<file path="src/rtl/pipelined_addsub.sv">
// -----------------------------------------------------------------------------
// pipelined_addsub
//
// Pipelined two's-complement adder/subtractor. The WIDTH-bit operation is cut
// into STAGES equal carry chunks of CHUNK = WIDTH/STAGES bits. Stage k adds
// chunk k using the carry registered by stage k-1. The operands and the
// partial sum travel down the pipe with it. The whole pipe moves under one
// global enable, so a stalled output freezes every stage.
//
// Parameters
//   WIDTH   operand/result width (>= 1)
//   STAGES  pipeline depth and chunk count (1..WIDTH, divides WIDTH)
//
// Ports
//   clk        rising-edge clock
//   rst        asynchronous, active-high reset; clears all state
//   in_valid   operand beat present
//   in_ready   pipe accepts a beat this cycle (= advance)
//   a, b       operands
//   cin        carry-in (add) / borrow-in (sub)
//   sub        0 = a + b + cin, 1 = a - b - cin
//   out_valid  result beat present
//   out_ready  consumer accepts the result
//   sum        result, modulo 2^WIDTH
//   cout       carry out of the MSB (subtract: 1 = no borrow)
//   ovf        signed overflow
// -----------------------------------------------------------------------------
module pipelined_addsub #(
  parameter int WIDTH  = 16,
  parameter int STAGES = 4
) (
  input  logic             clk,
  input  logic             rst,
  input  logic             in_valid,
  output logic             in_ready,
  input  logic [WIDTH-1:0] a,
  input  logic [WIDTH-1:0] b,
  input  logic             cin,
  input  logic             sub,
  output logic             out_valid,
  input  logic             out_ready,
  output logic [WIDTH-1:0] sum,
  output logic             cout,
  output logic             ovf
);

  localparam int CHUNK = WIDTH / STAGES;

  if (WIDTH < 1 || STAGES < 1 || STAGES > WIDTH || (WIDTH % STAGES) != 0) begin : g_bad_params
    $error("pipelined_addsub: STAGES must be in 1..WIDTH and divide WIDTH");
  end

  // Index k of each array is what enters stage k; index STAGES is the output
  // register of the last stage. Operands are not needed past the last stage.
  logic [WIDTH-1:0] a_pipe [STAGES];
  logic [WIDTH-1:0] b_pipe [STAGES];
  logic [WIDTH-1:0] s_pipe [STAGES+1];
  logic             c_pipe [STAGES+1];
  logic             v_pipe [STAGES+1];

  logic advance;

  // A stage may only overwrite its successor when the output slot is empty or
  // being drained; one enable for every stage keeps bubbles in their slots.
  assign advance  = !out_valid || out_ready;
  assign in_ready = advance;

  // Subtraction is a + ~b + 1; a borrow-in removes that +1 again.
  assign a_pipe[0] = a;
  assign b_pipe[0] = sub ? ~b : b;
  assign c_pipe[0] = cin ^ sub;
  assign v_pipe[0] = in_valid;
  assign s_pipe[0] = '0;

  assign out_valid = v_pipe[STAGES];
  assign sum       = s_pipe[STAGES];
  assign cout      = c_pipe[STAGES];

  for (genvar k = 0; k < STAGES; k++) begin : g_stage
    localparam int LO = k * CHUNK;

    logic [CHUNK:0]   chunk_add;
    logic [WIDTH-1:0] s_merged;
    logic             v_q;
    logic             c_q;
    logic [WIDTH-1:0] s_q;

    assign chunk_add = {1'b0, a_pipe[k][LO +: CHUNK]}
                     + {1'b0, b_pipe[k][LO +: CHUNK]}
                     + {{CHUNK{1'b0}}, c_pipe[k]};

    // NOTE: the whole vector is assigned before the chunk is patched in, so
    // every bit has a value on every path and no latch is inferred.
    always_comb begin
      s_merged              = s_pipe[k];
      s_merged[LO +: CHUNK] = chunk_add[CHUNK-1:0];
    end

    // NOTE: state uses non-blocking assignments so all stages sample their
    // predecessors' old values on the same edge, independent of block order.
    always_ff @(posedge clk or posedge rst) begin
      if (rst) begin
        v_q <= 1'b0;
        c_q <= 1'b0;
        s_q <= '0;
      end else if (advance) begin
        v_q <= v_pipe[k];
        c_q <= chunk_add[CHUNK];
        s_q <= s_merged;
      end
    end

    assign v_pipe[k+1] = v_q;
    assign c_pipe[k+1] = c_q;
    assign s_pipe[k+1] = s_q;

    if (k < STAGES - 1) begin : g_fwd
      logic [WIDTH-1:0] a_q;
      logic [WIDTH-1:0] b_q;

      // NOTE: the operand registers are reset as well, not just the valid
      // bits, so no operand from a discarded beat survives a reset.
      always_ff @(posedge clk or posedge rst) begin
        if (rst) begin
          a_q <= '0;
          b_q <= '0;
        end else if (advance) begin
          a_q <= a_pipe[k];
          b_q <= b_pipe[k];
        end
      end

      assign a_pipe[k+1] = a_q;
      assign b_pipe[k+1] = b_q;
    end else begin : g_ovf
      logic msb_cin;
      logic ovf_q;

      // Carry into the MSB: from the low CHUNK-1 bits of the last chunk, or,
      // with single-bit chunks, the carry handed over by the previous stage.
      if (CHUNK > 1) begin : g_inner
        logic [CHUNK-1:0] low_add;
        assign low_add = {1'b0, a_pipe[k][LO +: CHUNK-1]}
                       + {1'b0, b_pipe[k][LO +: CHUNK-1]}
                       + {{(CHUNK-1){1'b0}}, c_pipe[k]};
        assign msb_cin = low_add[CHUNK-1];
      end else begin : g_edge
        assign msb_cin = c_pipe[k];
      end

      always_ff @(posedge clk or posedge rst) begin
        if (rst) begin
          ovf_q <= 1'b0;
        end else if (advance) begin
          ovf_q <= msb_cin ^ chunk_add[CHUNK];
        end
      end

      assign ovf = ovf_q;
    end
  end

endmodule

</file>
<file path="config.mk">
export PLATFORM = sky130hd
export DESIGN_NAME = pipelined_addsub
export DESIGN_NICKNAME = d
export VERILOG_FILES = /design/src/rtl/pipelined_addsub.sv
export SDC_FILE = /design/constraint.sdc
export NUM_CORES = 1
export LEC_CHECK = 0
export CAP_MARGIN = 30
export CORE_MARGIN = 8
export CORE_UTILIZATION = 49
export CTS_CLUSTER_DIAMETER = 30
export CTS_CLUSTER_SIZE = 40
export DETAILED_ROUTE_END_ITERATION = 10
export PLACE_DENSITY = 0.86
export SYNTH_ARGS = -nofsm -noshare
export SYNTH_HDL_FRONTEND = slang
export SYNTH_SLANG_ARGS = --single-unit
</file>
<file path="constraint.sdc">
create_clock -name clk -period 3.35 [get_ports clk]
set_input_delay 0.67 -clock clk [delete_from_list [all_inputs] [get_ports clk]]
set_output_delay 0.67 -clock clk [all_outputs]
set_load 0.02 [all_outputs]
</file>
==> impl_metrics.ini, run 1 <==
[power_and_ir_drop]
p_switching_uw = 1680
swShare = 0.379
power.density_mw_per_mm2 = 875
intPower_uw = 2760
p_comb_frac = 0.399
static-leakage-power_uw = 0.00251
ir_drop_mv = 0.283
clock_power_share = 0.153
sequentialPowerShare = 0.448

[critical_path]
critical-path-top-delay-family = buffers and inverters
crit_required_ns = 2.68
crit_type = input pin to primary output
slowest_delay_ns = 0.62
cp_slowest_cell = clkdlybuf4s50_1
path_common_cell = clkdlybuf4s50_1
cp_cell_sequence = clkdlybuf4s50_1 -> nor2b_4 -> inv_2 -> clkdlybuf4s50_1
critical_path.endpoint_type = primary output
crit_arrival_ns = 1.96
path_buf_inv = 3
path_max_fanout = 2
start_kind = input pin

[sta]
fmax_mhz = 380
period_share = 0.786
worstMarginPinSlew_ns = 0.940
hold_violations = 0
grt_setup_unrepaired = no
fin_skew_ns = 0.00917
slew_violations = 0
post-route-min-period_ns = 2.63
max_slew_margin = 0.374
setup_slack_ns = 0.717
setup_violations = 0
fin_tns_setup_ns = 0
worst_hold_slack_ns = 0.468

[drt]
vias_per_cell = 4.91
dr.pass1.iters = 5
drcViolationCount = 0
wl_per_cell_um = 13.2
first_iter_violations = 185
drtAntennaViolNets = 0
routed_wl_um = 8210
num_vias = 3043

[clocking]
htree_num_levels = 3
numCtsBuffers = 9
clk_pin_slew_ns = 0.09
clk_path_buf_depth = 2
cts_sinks = 97
cts_hold_buf = 0
cts_root_buf = clkbuf_8
post-cts-setup-buffers = 0
clock_latency_ns = 0.36
cts_tree = built
cts_resized = 0

[placed_design]
gp_congestion = 0.800
dp_hpwl_um = 5670
dp_worst_setup_slack_ns = 0.450
port_buffers = 57

[grt]
antenna_found_initial = 0
grt_pass1_wl_um = 14100
grt_overflow = 0
gr-usage-all-layers = 0.148
grt_start_max_net_pins = 102
grt_pass1_vias = 3168

[logic_synthesis]
synthAdderAreaFrac = 0.0724
yosys_warnings = 0
ys_types = 23
synth-compound-area-share = 0.0554
synth-xor-area-share = 0.0490
synth_top_family_by_area = simple AND/OR/NAND/NOR gates
syn_area_mm2 = 0.00429
muxShareOfSynthArea = 0
synth_cells = 458
syn_nets = 516
synth_seq_cells = 97
postSynthAreaPerCell_um2 = 9.36
ys_seq_area_frac = 0.566
post_synth_and_or_nand_nor_area_fraction = 0.213

[floorplanning]
die_height_um = 110
initial_core_util = 0.499
coreArea_mm2 = 0.00859
die_area_mm2 = 0.0120
die_w_um = 110
ios = 58
rows = 34

[cells_and_area]
area_growth_pct = 18.4
most-common-layout-cells = nand2_1, dfrtp_1, clkdlybuf4s50_1, o21ai_0, xnor2_1
multi_input_area_mm2 = 0.00168
drive_gt1_frac = 0.0449
seq_area_mm2 = 0.00243
final_common_cell = nand2_1
diodes = 0
fin_nets = 565
fillCellCount = 719

[run]
maxCapViolations = 0

[run_status]
status = finished clean

[worst_hold_path]
hp-class = register to register
## synthesized netlist by cell type, drive strengths merged
cell type | instances | area, µm²
nand2 | 219 | 822
dfrtp | 97 | 2430
o21ai | 25 | 125
buf | 22 | 139
xnor2 | 16 | 140
a21oi | 15 | 82.6
ha | 12 | 150
inv | 12 | 45.0
nor2 | 12 | 45.0
fa | 8 | 160
xor2 | 8 | 70.1
a21o | 4 | 30.0
nor2b | 4 | 27.5
clkbuf | 1 | 3.75
nand2b | 1 | 6.26
nor3 | 1 | 5.00
nor4b | 1 | 8.76
## per-layer routing
layer  vias to the layer above  global-route usage  share of wire
li1                       1514                   -              -
met1                      1446               0.183           0.44
met2                        71               0.242           0.49
met3                        12              0.0281          0.044
met4                         0              0.0791          0.021
met5                         -                   0              0
## kinds of logic (layout without fill, tap and decap cells)
kind of cell,count (synthesis),in the layout
AOI/OAI and AO/OA,44,44
xor gates and xnor gates,24,24
adders and majority gates,20,20
buffers and inverters,35,89
DFF,97,97
and+or+nand+nor,238,238
## metrics by stage
stage,util,area [µm²],total power [µW],instances
3_3_place_gp,0.570,4900,3670,604
5_1_grt,0.591,5070,4820,620
2_1_floorplan,-,4290,3220,458
4_1_cts,0.591,5070,4490,620
3_5_place_dp,0.570,4900,3800,604
6_report,0.591,5070,4440,620
## worst min-delay path, stage by stage (launching register included)
cell     delay [ns]
dfrtp_1        0.34
nand2_1        0.05
nand2_1        0.05
## flip-flops by register name, indices dropped and copies added, names as in the netlist
signal             cells
g_stage.g_fwd.a_q     24
g_stage.g_fwd.b_q     24
g_stage.s_q           24
sum                   16
g_stage.c_q            3
g_stage.v_q            3
cout                   1
out_valid              1
ovf                    1
## path summary, 6_finish.rpt
| kind | depth (start not counted) | slack (ns) | start | end |
|---|---|---|---|---|
| min | 2 | 0.47 | g_stage[2].v_q$_DFFE_PP0P_ | g_stage[2].v_q$_DFFE_PP0P_ |
| max reg2reg | 6 | 1.31 | g_stage[2].g_fwd.b_q[12]$_DFFE_PP0P_ | ovf$_DFFE_PP0P_ |
| max | 4 | 0.72 | out_ready | in_ready |
| max in group asynchronous | 3 | 1.93 | rst | g_stage[2].g_fwd.b_q[12]$_DFFE_PP0P_ |
| min in group asynchronous | 2 | 0.75 | rst | g_stage[1].g_fwd.a_q[15]$_DFFE_PP0P_ |
| min reg2reg | 2 | 0.47 | g_stage[2].v_q$_DFFE_PP0P_ | g_stage[2].v_q$_DFFE_PP0P_ |
## final cells by class
class                      instances  share of cell area
inverter                          12             0.00937
multi-input combinational        326               0.331
sequential                        97               0.478
clock inverter                     4             0.00567
tap                              108              0.0266
clock buffer                      12              0.0286
timing repair buffer              61               0.121
## power by group through the flow
stage / Combinational [µW] / Clock (µW) / Sequential (µW)
6_report: 1770 / 678 / 1990
5_1_grt: 2020 / 739 / 2060
4_1_cts: 1800 / 692 / 2000
3_5_place_dp: 1790 / 0 / 2020
3_3_place_gp: 1690 / 0 / 1980
2_1_floorplan: 1130 / 0 / 2090
Power figures use the tool's default switching activity.
==> run 2: changes to the inputs <==
- clock period: 3.35 -> 2.3 ns (I/O delays scaled with it)
==> impl_metrics.ini, run 2 (synthesized netlist as in run 1, its figures left out) <==
[run_status]
status = finished clean

[cells_and_area]
final_area_mm2 = 0.00518
most-common-layout-cells = nand2_1, dfrtp_1, clkdlybuf4s50_1, o21ai_0, xnor2_1
final_util = 0.603
diodes = 0
drive_gt1_frac = 0.0598
final_common_cell = nand2_1
top_regs = g_stage.g_fwd.a_q x24, g_stage.g_fwd.b_q x24, g_stage.s_q x24
area_growth_pct = 20.9
fin_nets = 571
finalNonFillerCells = 626

[critical_path]
rr_worst_depth = 6
crit_required_ns = 1.84
start_kind = input pin
crit_arrival_ns = 1.79
r2r_setup_slack_ns = 0.24
worst_r2r_endpoint = ovf$_DFFE_PP0P_
critical_path.endpoint_type = primary output
reg2reg_from = g_stage[2].g_fwd.b_q[12]$_DFFE_PP0P_
path_max_fanout = 2
crit_type = input pin to primary output

[clocking]
numCtsBuffers = 9
cts_hold_buf = 0
htree_num_levels = 3
cts_root_buf = clkbuf_8
post-cts-setup-buffers = 0
cts_sinks = 97
cts_resized = 0
clock_latency_ns = 0.36
clk_pin_slew_ns = 0.09
cts_tree = built
clk_path_buf_depth = 2

[power_and_ir_drop]
ir_drop_mv = 0.453
power.density_mw_per_mm2 = 1280
total_power_uw = 6640
static-leakage-power_uw = 0.00256

[drt]
vias_per_cell = 4.77
first_iter_violations = 157
wl_per_cell_um = 13.0
routed_wl_um = 8160
drtAntennaViolNets = 0
num_vias = 2987
dr.pass1.iters = 5
drcViolationCount = 0

[worst_hold_path]
hp-class = register to register
hold_depth = 2
hp-start = g_stage[2].v_q$_DFFE_PP0P_
whs_endpoint = g_stage[2].v_q$_DFFE_PP0P_

[sta]
worstMarginPinSlew_ns = 0.942
post-route-min-period_ns = 2.25
period_share = 0.978
slew_violations = 0
setup_violations = 0
fmax_mhz = 445
fin_skew_ns = 0.00902
max_slew_margin = 0.372
hold_violations = 0
grt_setup_unrepaired = no

[placed_design]
port_buffers = 57
dp.cells = 610
gp_congestion = 0.779
place_area_mm2 = 0.00497
dp_hpwl_um = 5780

[grt]
grt_start_max_net_pins = 102
grt_pass1_vias = 3012
gr-usage-all-layers = 0.146
grt_overflow = 0
antenna_found_initial = 0
grt_pass1_wl_um = 13900

[floorplanning]
rows = 34
die_height_um = 110
ios = 58
initial_core_util = 0.499
coreArea_mm2 = 0.00859
die_area_mm2 = 0.0120
die_w_um = 110

[run]
maxCapViolations = 0
[run 2: area by class of cell]
class | instances | area, µm²
fillers | 696 | 3410
flip-flops and latches | 97 | 2430
multi-input cells | 326 | 1680
repair buffers | 67 | 683
clock buffers | 11 | 141
well taps | 108 | 135
clock inverters | 5 | 62.6
inverters | 12 | 48.8
[run 2: how the worst max path moves through the flow]
stage | start | endpoint | cells after the start
final | out_ready | in_ready | 4
after global routing | sub | g_stage[0].s_q[3]$_DFFE_PP0P_ | 8
after CTS | out_ready | in_ready | 4
after detailed placement | sub | g_stage[0].s_q[3]$_DFFE_PP0P_ | 8
after global placement | sub | g_stage[0].s_q[2]$_DFFE_PP0P_ | 8
after floorplan | sub | g_stage[0].c_q$_DFFE_PP0P_ | 10
[run 2: metal layers]
metal / up-vias / wire length (µm) / track usage
met1: 1395 / 3810 / 0.191
met5: - / 0 / 0
met3: 14 / 314 / 0.0258
li1: 1530 / - / -
met2: 48 / 3820 / 0.225
met4: 0 / 223 / 0.0839
[run 2: worst max-delay path, stage by stage]
cell             delay [ns]
clkdlybuf4s50_1        0.53
nor2b_4                0.06
inv_2                  0.11
clkdlybuf4s50_1        0.63
[run 2: where the power goes]
group	switching, µW	internal, µW
logic	1470	1160
clock network	581	538
registers	427	2470
[run 2: per-stage QoR]
step	setup WS, ns	setup TNS (ns)	hold slack, ns
floorplan	0.249	0	0.430
global placement	-0.104	-0.312	0.441
detailed placement	-0.205	-0.630	0.453
CTS	0.0341	0	0.475
global route	0.0392	0	0.490
finish	0.0514	0	0.467
